`src/rtl/tohost_monitor.sv`:
```
// tohost_monitor: end-of-test responder on the core's data-memory write port.
// Watches for full-word stores to TOHOST_ADDR and latches a sticky verdict:
// PASS (value 1), FAIL (odd value != 1, test number in bits [31:1]) or TIMEOUT
// (no verdict within TIMEOUT_CYCLES run cycles). A one-cycle done pulse marks
// entry into any terminal state.
//
// Handshake: dmem_we is a fire-and-forget strobe with no ready. Every cycle
// it is high carries exactly one store, and the monitor never stalls the core.
// retire is likewise a plain per-cycle event strobe.
module tohost_monitor #(
    parameter logic [31:0] TOHOST_ADDR    = 32'h0000_1000,
    parameter int unsigned TIMEOUT_CYCLES = 5000,
    parameter int unsigned CNT_W          = 32
) (
    input  logic             clk,
    input  logic             rst,
    input  logic             clear,
    input  logic             dmem_we,
    input  logic [31:0]      dmem_addr,
    input  logic [31:0]      dmem_wdata,
    input  logic [3:0]       dmem_be,
    input  logic             retire,
    output logic             done,
    output logic             pass,
    output logic             fail,
    output logic             timeout,
    output logic             proto_err,
    output logic [30:0]      test_num,
    output logic [CNT_W-1:0] cycle_count,
    output logic [CNT_W-1:0] retire_count
);

    localparam logic [1:0] S_RUN     = 2'd0;
    localparam logic [1:0] S_PASS    = 2'd1;
    localparam logic [1:0] S_FAIL    = 2'd2;
    localparam logic [1:0] S_TIMEOUT = 2'd3;

    localparam logic [CNT_W-1:0] CNT_ONE  = CNT_W'(1);
    localparam logic [CNT_W-1:0] CYC_LAST = CNT_W'(TIMEOUT_CYCLES - 1);

    logic [1:0]       state_q, state_d;
    logic             done_q, done_d;
    logic             pass_q, pass_d;
    logic             fail_q, fail_d;
    logic             timeout_q, timeout_d;
    logic             proto_q, proto_d;
    logic [30:0]      test_num_q, test_num_d;
    logic [CNT_W-1:0] cycle_q, cycle_d;
    logic [CNT_W-1:0] retire_q, retire_d;

    logic hit;
    logic hit_pass;
    logic hit_fail;
    logic hit_proto;

    // Store decode: only full-word stores to the exact tohost address count.
    always_comb begin
        hit       = dmem_we && (dmem_addr == TOHOST_ADDR) && (dmem_be == 4'b1111);
        hit_pass  = hit && (dmem_wdata == 32'd1);
        hit_fail  = hit && dmem_wdata[0] && (dmem_wdata != 32'd1);
        hit_proto = hit && !dmem_wdata[0] && (dmem_wdata != 32'd0);
    end

    // Next-state: clear beats everything, a verdict store beats timeout,
    // terminal states hold every output until clear or reset.
    always_comb begin
        state_d    = state_q;
        done_d     = 1'b0;
        pass_d     = pass_q;
        fail_d     = fail_q;
        timeout_d  = timeout_q;
        proto_d    = proto_q;
        test_num_d = test_num_q;
        cycle_d    = cycle_q;
        retire_d   = retire_q;

        if (clear) begin
            state_d    = S_RUN;
            pass_d     = 1'b0;
            fail_d     = 1'b0;
            timeout_d  = 1'b0;
            proto_d    = 1'b0;
            test_num_d = '0;
            cycle_d    = '0;
            retire_d   = '0;
        end else if (state_q == S_RUN) begin
            if (retire) begin
                retire_d = retire_q + CNT_ONE;
            end
            if (hit_pass) begin
                // cycle_count freezes at the value seen on the verdict edge
                state_d = S_PASS;
                pass_d  = 1'b1;
                done_d  = 1'b1;
            end else if (hit_fail) begin
                state_d    = S_FAIL;
                fail_d     = 1'b1;
                test_num_d = dmem_wdata[31:1];
                done_d     = 1'b1;
            end else begin
                cycle_d = cycle_q + CNT_ONE;
                if (hit_proto) begin
                    proto_d = 1'b1;
                end
                if (cycle_q == CYC_LAST) begin
                    state_d   = S_TIMEOUT;
                    timeout_d = 1'b1;
                    done_d    = 1'b1;
                end
            end
        end
    end

    // State and output registers, asynchronously cleared by rst low.
    always_ff @(posedge clk or negedge rst) begin
        if (!rst) begin
            state_q    <= S_RUN;
            done_q     <= 1'b0;
            pass_q     <= 1'b0;
            fail_q     <= 1'b0;
            timeout_q  <= 1'b0;
            proto_q    <= 1'b0;
            test_num_q <= '0;
            cycle_q    <= '0;
            retire_q   <= '0;
        end else begin
            state_q    <= state_d;
            done_q     <= done_d;
            pass_q     <= pass_d;
            fail_q     <= fail_d;
            timeout_q  <= timeout_d;
            proto_q    <= proto_d;
            test_num_q <= test_num_d;
            cycle_q    <= cycle_d;
            retire_q   <= retire_d;
        end
    end

    assign done         = done_q;
    assign pass         = pass_q;
    assign fail         = fail_q;
    assign timeout      = timeout_q;
    assign proto_err    = proto_q;
    assign test_num     = test_num_q;
    assign cycle_count  = cycle_q;
    assign retire_count = retire_q;

endmodule

```
`config.mk`:
```
export PLATFORM = sky130hd
export DESIGN_NAME = tohost_monitor
export DESIGN_NICKNAME = d
export VERILOG_FILES = /design/src/rtl/tohost_monitor.sv
export SDC_FILE = /design/constraint.sdc
export NUM_CORES = 1
export LEC_CHECK = 0
export ABC_AREA = 1
export BUFFER_PORTS_ARGS = -buffer_cell sky130_fd_sc_hd__buf_2
export CORE_ASPECT_RATIO = 0.5
export CORE_MARGIN = 8
export CORE_UTILIZATION = 54
export DETAILED_ROUTE_END_ITERATION = 10
export PLACE_DENSITY = 0.82
export RECOVER_POWER = 50
export SETUP_SLACK_MARGIN = 0.1
export SLEW_MARGIN = 20
export SYNTH_ARGS = -nofsm -noshare
export SYNTH_HDL_FRONTEND = slang
export SYNTH_SLANG_ARGS = --single-unit
```
`constraint.sdc`:
```
create_clock -name clk -period 2 [get_ports clk]
set_input_delay 0.4 -clock clk [delete_from_list [all_inputs] [get_ports clk]]
set_output_delay 0.4 -clock clk [all_outputs]
set_load 0.01 [all_outputs]
```
==> parameters.txt, run 1 <==
Parameter                              Value

Clocking
  CTS HTree Levels ... 3
  Clock Latency Late Sink ... 0.35 ns
  Buffers from clock root to sink, at most ... 2
  Clock-pin slew on the worst setup and hold paths ... ~0.070 ns
  Cell chosen for the clock root ... sky130_fd_sc_hd__clkbuf_16
  Number of buffers added by the clock tree synthesis step ... 9
  CTS Sinks ... 102
  CTS tree ... yes
  Total of hold buffers inserted after clock tree synthesis ... 0

Setup path
  Logic depth of the worst register-to-register path ... 11
  Kind of critical path ... reg2reg
  Worst Path Required ... approximately 2.3 ns
  Arrival time reported for the critical path endpoint ... about 2.0 ns
  Sort of element at the start of the critical path ... flop
  Largest fanout on the critical path ... 6
  Critical Path Sink Type ... flop

Drt
  Routed vias ... 6980
  Total wire length after detailed routing ... around 20000 µm
  First-iteration detailed-routing DRC count ... between 600 and 700
  Vias per Instance ... 5.43
  Number of routed nets with antenna violations ... 0
  Final routed DRC violation total ... 0
  Iteration count of the initial detailed-routing pass ... 5
  Routed wire length per instance ... roughly 16 µm

Placed design
  Number of port buffers ... around 170
  Gpl congestion ... a little under 1
  Placement Setup Slack ... ~0.18 ns
  Sum of net half-perimeters after detailed placement ... 15000 µm
  Post-placement cell area ... around 0.0075 mm²

Floorplanning
  Vertical die dimension ... a little over 90 µm
  Die X-Extent ... approximately 170 µm
  Total die area ... ~0.016 mm²
  Core area ... approximately 0.012 mm²
  FP Rows ... 28
  Starting utilization of the core area ... 0.549
  Num ports ... between 150 and 200

Power and ir drop
  Maximum VDD drop ... 0.000391 V
  Leakage ... 3.76 nW
  Pwr dens ... around 550 mW/mm²

Synthesis
  Portion of the post-synthesis area used by sequential elements ... 0.396
  YS warnings ... 0
  Post-Synthesis Net Count ... just over 1000
  Number of instances in the synthesized netlist ... between 900 and 1000
  Post-synthesis area per instance ... 6.78 µm²
  FF+latch count, synth ... a little over 100
  Cell area after technology mapping ... 0.00644 mm²
  Distinct cell type count after synthesis ... 34

Timing
  Total Negative Setup Slacks ... 0 ns
  Worst Tran Pin Value ... roughly 0.90 ns
  Post-layout worst setup margin ... between 0.2 and 0.3 ns
  Tmin final ... 1.75 ns
  Count of pins over their slew limit ... 0
  Clock Skews ... around 0.0055 ns
  Worst slew slack as a fraction of its limit ... 0.399
  Maximum operating frequency ... around 570 MHz
  Final critical-path share of the clock period ... 0.873
  RSZ-0062 raised after global routing ... true
  Number of hold violations in the final report ... 0
  Setup Viol. Count Final ... 0

Final layout
  Core Util, Final ... 0.664
  Post-route cell area ... roughly 0.008 mm²
  Total Nets Final ... 1191
  Proportion of layout cells with a drive suffix above 1 ... 0.173
  Diodes inserted ... 0
  P&R area growth vs syn ... 21.0%

Hold path
  Worst min path class ... in2async

Global routing
  Pin count of the biggest net entering global routing ... ~110
  Number of global-route vias before repair ... 6755
  Grt ovf ... 0
  Total routing usage reported by global routing ... 0.251
  First-pass GRT wire length ... between 30000 and 40000 µm
  Number of antenna violations at the first check in global routing ... 0

Job
  Max_cap viols ... 0

Run status
  Status ... finished clean
[cells in the final DEF (no fill, tap or decap), drive strengths merged]
cell / count
nand2: 254
nor2: 183
buf: 136
dfrtp: 102
nand3: 99
inv: 92
clkbuf: 64
nand4: 62
o21ai: 42
nor3: 34
a21oi: 14
xor2: 8
xnor2: 6
a21o: 4
nand3b: 3
and2: 3
nor3b: 3
clkinv: 3
ha: 2
bufinv: 2
nand2b: 1
nor4: 1
a221oi: 1
a31oi: 1
clkinvlp: 1
[area by class of cell]
cell class / count / area (µm²)
inverter: 92 / 345
tap: 165 / 206
sequential: 102 / 2550
timing repair buffer: 190 / 972
fill: 1064 / 3950
clock buffer: 10 / 229
multi-input combinational: 721 / 3400
clock inverter: 6 / 86.3
[flip-flops by register name (all words and copies together), names as in the netlist]
name / flops
state_q: 2
test_num: 31
fail: 1
proto_err: 1
retire_count: 32
cycle_count: 32
timeout: 1
pass: 1
done: 1
[path summary, 6_finish.rpt]
kind                                       from               end  slack [ns]
worst max-delay path            retire_count[1]  retire_count[18]        0.25
worst min-delay path                        rst  retire_count[18]        0.17
worst max register to register  retire_count[1]  retire_count[18]        0.25
worst min register to register             pass              pass        0.51
max in group asynchronous                   rst   cycle_count[30]        0.43
min in group clk                 dmem_wdata[17]      test_num[16]        0.32
[per-stage QoR]
| step | std cells | total power, mW | hold WS, ns |
|---|---|---|---|
| global placement | 1269 | 2.44 | 0.389 |
| CTS | 1285 | 4.31 | 0.0262 |
| global route | 1286 | 4.43 | 0.238 |
| floorplan | 949 | 2.25 | 0.104 |
| detailed placement | 1269 | 2.45 | 0.390 |
| finish | 1286 | 4.30 | 0.175 |
[cell families (layout without fill, tap and decap cells)]
| group | count (synthesis) | after routing | synth area share |
|---|---|---|---|
| fa+ha+maj | 2 | 2 | 0.00389 |
| xor+xnor | 14 | 14 | 0.0190 |
| buf+inv | 126 | 298 | 0.0781 |
| flops | 102 | 102 | 0.396 |
| simple gates | 643 | 643 | 0.450 |
| compound gates | 62 | 62 | 0.0523 |
[where the power goes]
| part | switching [mW] | leakage [nW] | internal, mW | total (mW) |
|---|---|---|---|---|
| Combinational | 0.209 | 2.19 | 0.109 | 0.318 |
| Clock | 0.792 | 0.152 | 1.10 | 1.89 |
| Sequential | 0.0177 | 1.42 | 2.07 | 2.09 |
| Total | 1.02 | 3.76 | 3.28 | 4.30 |
[repair_timing]
item                                    in CTS  in global routing
gates resized for setup                      0                  6
endpoints found under the setup margin       0                  6
endpoints found under the hold margin        0                  0
buffers inserted                             0                  1
[worst max-delay path: stages (launching register included)]
cell and delay, ns:
sky130_fd_sc_hd__dfrtp_1 0.42, sky130_fd_sc_hd__ha_1 0.24, sky130_fd_sc_hd__nand2_2 0.10, sky130_fd_sc_hd__nor2_4 0.13, sky130_fd_sc_hd__nand2_2 0.10, sky130_fd_sc_hd__nor2_4 0.17, sky130_fd_sc_hd__nand4_4 0.14, sky130_fd_sc_hd__nor2_4 0.13
sky130_fd_sc_hd__nand2_2 0.06, sky130_fd_sc_hd__nand2_1 0.06, sky130_fd_sc_hd__nand2_1 0.04, sky130_fd_sc_hd__nor2_1 0.09
[routing by layer]
metal	wire length [µm]	vias up	GRT usage
met1	8120	3289	0.304
li1	-	3421	-
met3	1330	43	0.0483
met4	490	0	0.0856
met5	0	-	0
met2	10100	227	0.444
[Yosys cell counts]
cell                       instances  area share
sky130_fd_sc_hd__buf_1             6      0.0035
sky130_fd_sc_hd__a21oi_1          13       0.010
sky130_fd_sc_hd__a31oi_1           1     0.00097
sky130_fd_sc_hd__a21o_1            4      0.0047
sky130_fd_sc_hd__nor2_2            5      0.0049
sky130_fd_sc_hd__inv_2             8      0.0047
sky130_fd_sc_hd__nor3b_1           3      0.0035
sky130_fd_sc_hd__dfrtp_1         102        0.40
sky130_fd_sc_hd__nand4_4           1      0.0033
sky130_fd_sc_hd__nand2_2           9      0.0087
sky130_fd_sc_hd__a21oi_4           1      0.0025
sky130_fd_sc_hd__nor3_2            1      0.0016
sky130_fd_sc_hd__nor3_4            1      0.0025
sky130_fd_sc_hd__nor3_1           32       0.025
sky130_fd_sc_hd__nand3b_1          3      0.0035
sky130_fd_sc_hd__nor2_4            7       0.012
sky130_fd_sc_hd__a221oi_1          1      0.0014
sky130_fd_sc_hd__nor4_1            1     0.00097
sky130_fd_sc_hd__xnor2_1           6      0.0082
sky130_fd_sc_hd__buf_4             4      0.0047
sky130_fd_sc_hd__nand2b_1          1     0.00097
sky130_fd_sc_hd__xor2_1            8       0.011
sky130_fd_sc_hd__and2_1            3      0.0029
sky130_fd_sc_hd__o21ai_0          17       0.013
sky130_fd_sc_hd__nor2_1          171        0.10
sky130_fd_sc_hd__o21ai_1          25       0.019
sky130_fd_sc_hd__nand3_1          97       0.075
sky130_fd_sc_hd__buf_2            12      0.0093
sky130_fd_sc_hd__clkbuf_1         12      0.0070
sky130_fd_sc_hd__ha_1              2      0.0039
sky130_fd_sc_hd__nand3_2           2      0.0031
sky130_fd_sc_hd__inv_1            84       0.049
sky130_fd_sc_hd__nand2_1         245        0.14
sky130_fd_sc_hd__nand4_1          61       0.059
Note: power is estimated with default switching activity, not from simulation.
==> inputs of run 2 (changes only) <==
--- a/config.mk
+++ b/config.mk
@@ -5,14 +5,12 @@
 export SDC_FILE = /design/constraint.sdc
 export NUM_CORES = 1
 export LEC_CHECK = 0
-export ABC_AREA = 1
 export BUFFER_PORTS_ARGS = -buffer_cell sky130_fd_sc_hd__buf_2
 export CORE_ASPECT_RATIO = 0.5
 export CORE_MARGIN = 8
-export CORE_UTILIZATION = 54
+export CORE_UTILIZATION = 45
 export DETAILED_ROUTE_END_ITERATION = 10
-export PLACE_DENSITY = 0.82
-export RECOVER_POWER = 50
+export PLACE_DENSITY = 0.72
 export SETUP_SLACK_MARGIN = 0.1
 export SLEW_MARGIN = 20
 export SYNTH_ARGS = -nofsm -noshare
==> parameters.txt, run 2 <==
Parameter                              Value

Floorplanning
  Total die area ... 0.0163 mm² (+2.4%)
  Starting utilization of the core area ... 0.464 (-0.0843)
  Num ports ... 173 (unchanged)
  Vertical die dimension ... 94.3 µm (+1.1%)
  FP Rows ... 28 (unchanged)
  Die X-Extent ... 173 µm (+1.2%)
  Core area ... 0.0119 mm² (+1.2%)

Clocking
  CTS Sinks ... 102 (unchanged)
  Number of buffers added by the clock tree synthesis step ... 9 (unchanged)
  Clock-pin slew on the worst setup and hold paths ... 0.07 ns (about the same)
  Clock Latency Late Sink ... 0.34 ns (about the same)
  Cell chosen for the clock root ... sky130_fd_sc_hd__clkbuf_16
  CTS tree ... yes
  Buffers from clock root to sink, at most ... 2 (unchanged)
  CTS HTree Levels ... 3 (unchanged)

Final layout
  Post-route cell area ... 0.00777 mm² (-0.24%)
  Core Util, Final ... 0.654 (-0.00941)
  Most common library cell in the layout ignoring fill and taps ... sky130_fd_sc_hd__buf_2
  Leading cell types in the layout, fill and taps excluded ... 169 x sky130_fd_sc_hd__buf_2, 98 x sky130_fd_sc_hd__dfrtp_1, 66 x sky130_fd_sc_hd__buf_4
  Total Nets Final ... 896 (-25%)
  Filler instances ... 977 (-8.2%)
  P&R area growth vs syn ... 40.9%
  Non-filler instance count after layout ... 991 (-23%)
  Diodes inserted ... 0 (unchanged)
  Proportion of layout cells with a drive suffix above 1 ... 0.407 (+0.234)

Timing
  Setup Viol. Count Final ... 0 (unchanged)
  Worst Hold Margin ... 0.0290 ns (-0.146 ns)
  Total Negative Setup Slacks ... 0 ns (unchanged)
  RSZ-0062 raised after global routing ... true
  Final critical-path share of the clock period ... 0.980 (+0.107)
  Clock Skews ... 0.00910 ns (+0.00360 ns)
  Count of pins over their slew limit ... 0 (unchanged)
  Worst slew slack as a fraction of its limit ... 0.657 (+0.258)
  Worst Tran Pin Value ... 0.512 ns (-0.390 ns)
  Maximum operating frequency ... 510 MHz (-11%)
  Tmin final ... 1.96 ns (+0.215 ns)
  Number of hold violations in the final report ... 0 (unchanged)

Setup path
  Largest fanout on the critical path ... 8 (+2)
  End point of the critical path ... cycle_count[28]
  Setup crit start ... dmem_addr[16]
  Worst Path Required ... 2.27 ns (about the same)
  Capture instance of the worst register-to-register path ... cycle_count[11]
  Critical Path Sink Type ... flop
  Kind of critical path ... in2reg
  Logic depth of the worst register-to-register path ... 6 (-5)
  Slack of the worst reg-to-reg path ... 0.07 ns (-0.18 ns)
  Arrival time reported for the critical path endpoint ... 2.23 ns (+0.21 ns)
  Start of the worst register-to-register path ... state_q[1]
  Sort of element at the start of the critical path ... input pin

Placed design
  Gpl congestion ... 0.885 (-8.9%)
  Sum of net half-perimeters after detailed placement ... 13000 µm (-13%)
  Post-placement cell area ... 0.00705 mm² (-6.5%)
  Number of port buffers ... 172 (unchanged)
  Placed insts ... 960 (-24%)

Drt
  Iteration count of the initial detailed-routing pass ... 5 (unchanged)
  Vias per Instance ... 5.97 (+10%)
  Routed wire length per instance ... 19.3 µm (+23%)
  Final routed DRC violation total ... 0 (unchanged)
  Number of routed nets with antenna violations ... 0 (unchanged)
  Total wire length after detailed routing ... 19100 µm (-4.9%)
  First-iteration detailed-routing DRC count ... 519 (-16%)
  Routed vias ... 5917 (-15%)

Global routing
  Grt ovf ... 0 (unchanged)
  Number of antenna violations at the first check in global routing ... 0 (unchanged)
  Top Usage Layer GRT ... met2
  Pin count of the biggest net entering global routing ... 75 (-33%)
  Global Route met2 Usage ... 0.385 (-0.0590)
  First-pass GRT wire length ... 29700 µm (-9.2%)
  Number of global-route vias before repair ... 5774 (-15%)
  Fraction of met1 tracks used by global routing ... 0.267 (-0.0377)
  Total routing usage reported by global routing ... 0.219 (-0.0316)
  Global routing met3 resource utilization ... 0.0489 (+0.000597)

Synthesis
  Post-synthesis area per instance ... 9.27 µm² (+37%)
  Proportion of netlist area held by the largest area contributor ... 0.463 (+0.0665)
  Cell area after technology mapping ... 0.00551 mm² (-14%)
  Yosys top cell by area ... sky130_fd_sc_hd__dfrtp_1
  Number of instances in the synthesized netlist ... 595 (-37%)
  Async set-or-reset flop fraction in the synthesized netlist ... 1.00 (unchanged)
  Count leader, synth ... sky130_fd_sc_hd__dfrtp_1
  Most numerous cell types in the synthesized netlist ... 102 x sky130_fd_sc_hd__dfrtp_1, 65 x sky130_fd_sc_hd__a21oi_1, 48 x sky130_fd_sc_hd__nor2_1
  FF+latch count, synth ... 102 (unchanged)
  Post-Synthesis Net Count ... 670 (-35%)
  Number of flops mapped to enable cells by yosys ... 0 (unchanged)
  Portion of the post-synthesis area used by sequential elements ... 0.463 (+0.0665)
  YS warnings ... 0 (unchanged)
  Distinct cell type count after synthesis ... 56 (+65%)
  Primary flip-flop cell chosen by synthesis mapping ... sky130_fd_sc_hd__dfrtp_1
  Synth top area cells ... sky130_fd_sc_hd__dfrtp_1 46%, sky130_fd_sc_hd__a21oi_1 5.9%, sky130_fd_sc_hd__nand4_1 5.2%

Power and ir drop
  Switch share ... 0.235 (-0.00238)
  Switching pwr ... 0.954 mW (-6.4%)
  Fraction of power consumed by sequential logic ... 0.514 (+0.027)
  Leakage ... 3.60 nW (-4.2%)
  Portion of total power attributed to combinational logic ... 0.076 (+0.002)
  Fraction of power consumed by the clock network ... 0.410 (-0.029)
  Pwr dens ... 523 mW/mm² (-5.3%)
  Maximum VDD drop ... 0.000381 V (-2.5%)
  Internal Power ... 3.11 mW (-5.2%)

Job
  Max_cap viols ... 0 (unchanged)

Run status
  Status ... finished clean

Hold path
  Worst min path class ... in2async
## run 2: per-stage QoR
stage | setup WS (ns) | power (mW)
global placement | -0.208 | 2.41
floorplan | -0.0551 | 2.22
global route | -0.0134 | 4.23
finish | 0.0405 | 4.06
detailed placement | -0.263 | 2.42
CTS | 0.0833 | 4.09
## run 2: routing by layer
layer | vias to the layer above | part of all wire
li1 | 2711 | -
met1 | 2917 | 0.41
met2 | 245 | 0.50
met3 | 44 | 0.066
met4 | 0 | 0.026
met5 | - | 0
## run 2: power groups by stage
| stage | Combinational (mW) | Clock (mW) | Sequential [mW] |
|---|---|---|---|
| 3_3_place_gp | 0.291 | 0 | 2.12 |
| 6_report | 0.310 | 1.67 | 2.09 |
| 3_5_place_dp | 0.295 | 0 | 2.12 |
| 2_1_floorplan | 0.0965 | 0 | 2.13 |
| 4_1_cts | 0.297 | 1.71 | 2.09 |
| 5_1_grt | 0.342 | 1.80 | 2.09 |
## run 2: critical path, cell delays in order
cell and delay [ns]:
sky130_fd_sc_hd__buf_6 0.09, sky130_fd_sc_hd__or4_4 0.55, sky130_fd_sc_hd__nor4_4 0.29, sky130_fd_sc_hd__and4_4 0.43, sky130_fd_sc_hd__clkbuf_16 0.21, sky130_fd_sc_hd__o31a_1 0.13, sky130_fd_sc_hd__o21a_1 0.13
## run 2: area by class of cell
type / count / area (µm²) / share of cell area
well taps: 165 / 206 / 0.0266
clock buffers: 13 / 260 / 0.0335
clock inverters: 3 / 18.8 / 0.00242
inverters: 10 / 37.5 / 0.00483
multi-input cells: 443 / 2970 / 0.383
flip-flops and latches: 102 / 2560 / 0.329
repair buffers: 255 / 1720 / 0.221
## run 2: repair_timing
item | in CTS | in global routing
gates cloned | 0 | 8
setup buffers | 3 | 4
resized for setup | 5 | 52
pin swaps | 4 | 22
setup endpoints to repair | 12 | 65
hold buffers | 0 | 0
## run 2: worst min-delay path by stage
| stage | cells past startpoint | from | end |
|---|---|---|---|
| final | 1 | rst | test_num[14] |
| after global routing | 1 | rst | test_num[15] |
| after CTS | 1 | rst | test_num[15] |
| after detailed placement | 1 | rst | test_num[15] |
| after global placement | 1 | rst | test_num[15] |
| after floorplan | 0 | rst | cycle_count[0] |
## run 2: cells by family (layout without fill, tap and decap cells)
family / Yosys count / count (layout) / share of synthesized area
simple gates: 265 / 265 / 0.283
compound gates: 148 / 148 / 0.157
flops: 102 / 102 / 0.463
buf+inv: 50 / 281 / 0.0431
xor+xnor: 18 / 18 / 0.0286
mux: 10 / 10 / 0.0204
fa+ha+maj: 2 / 2 / 0.00454
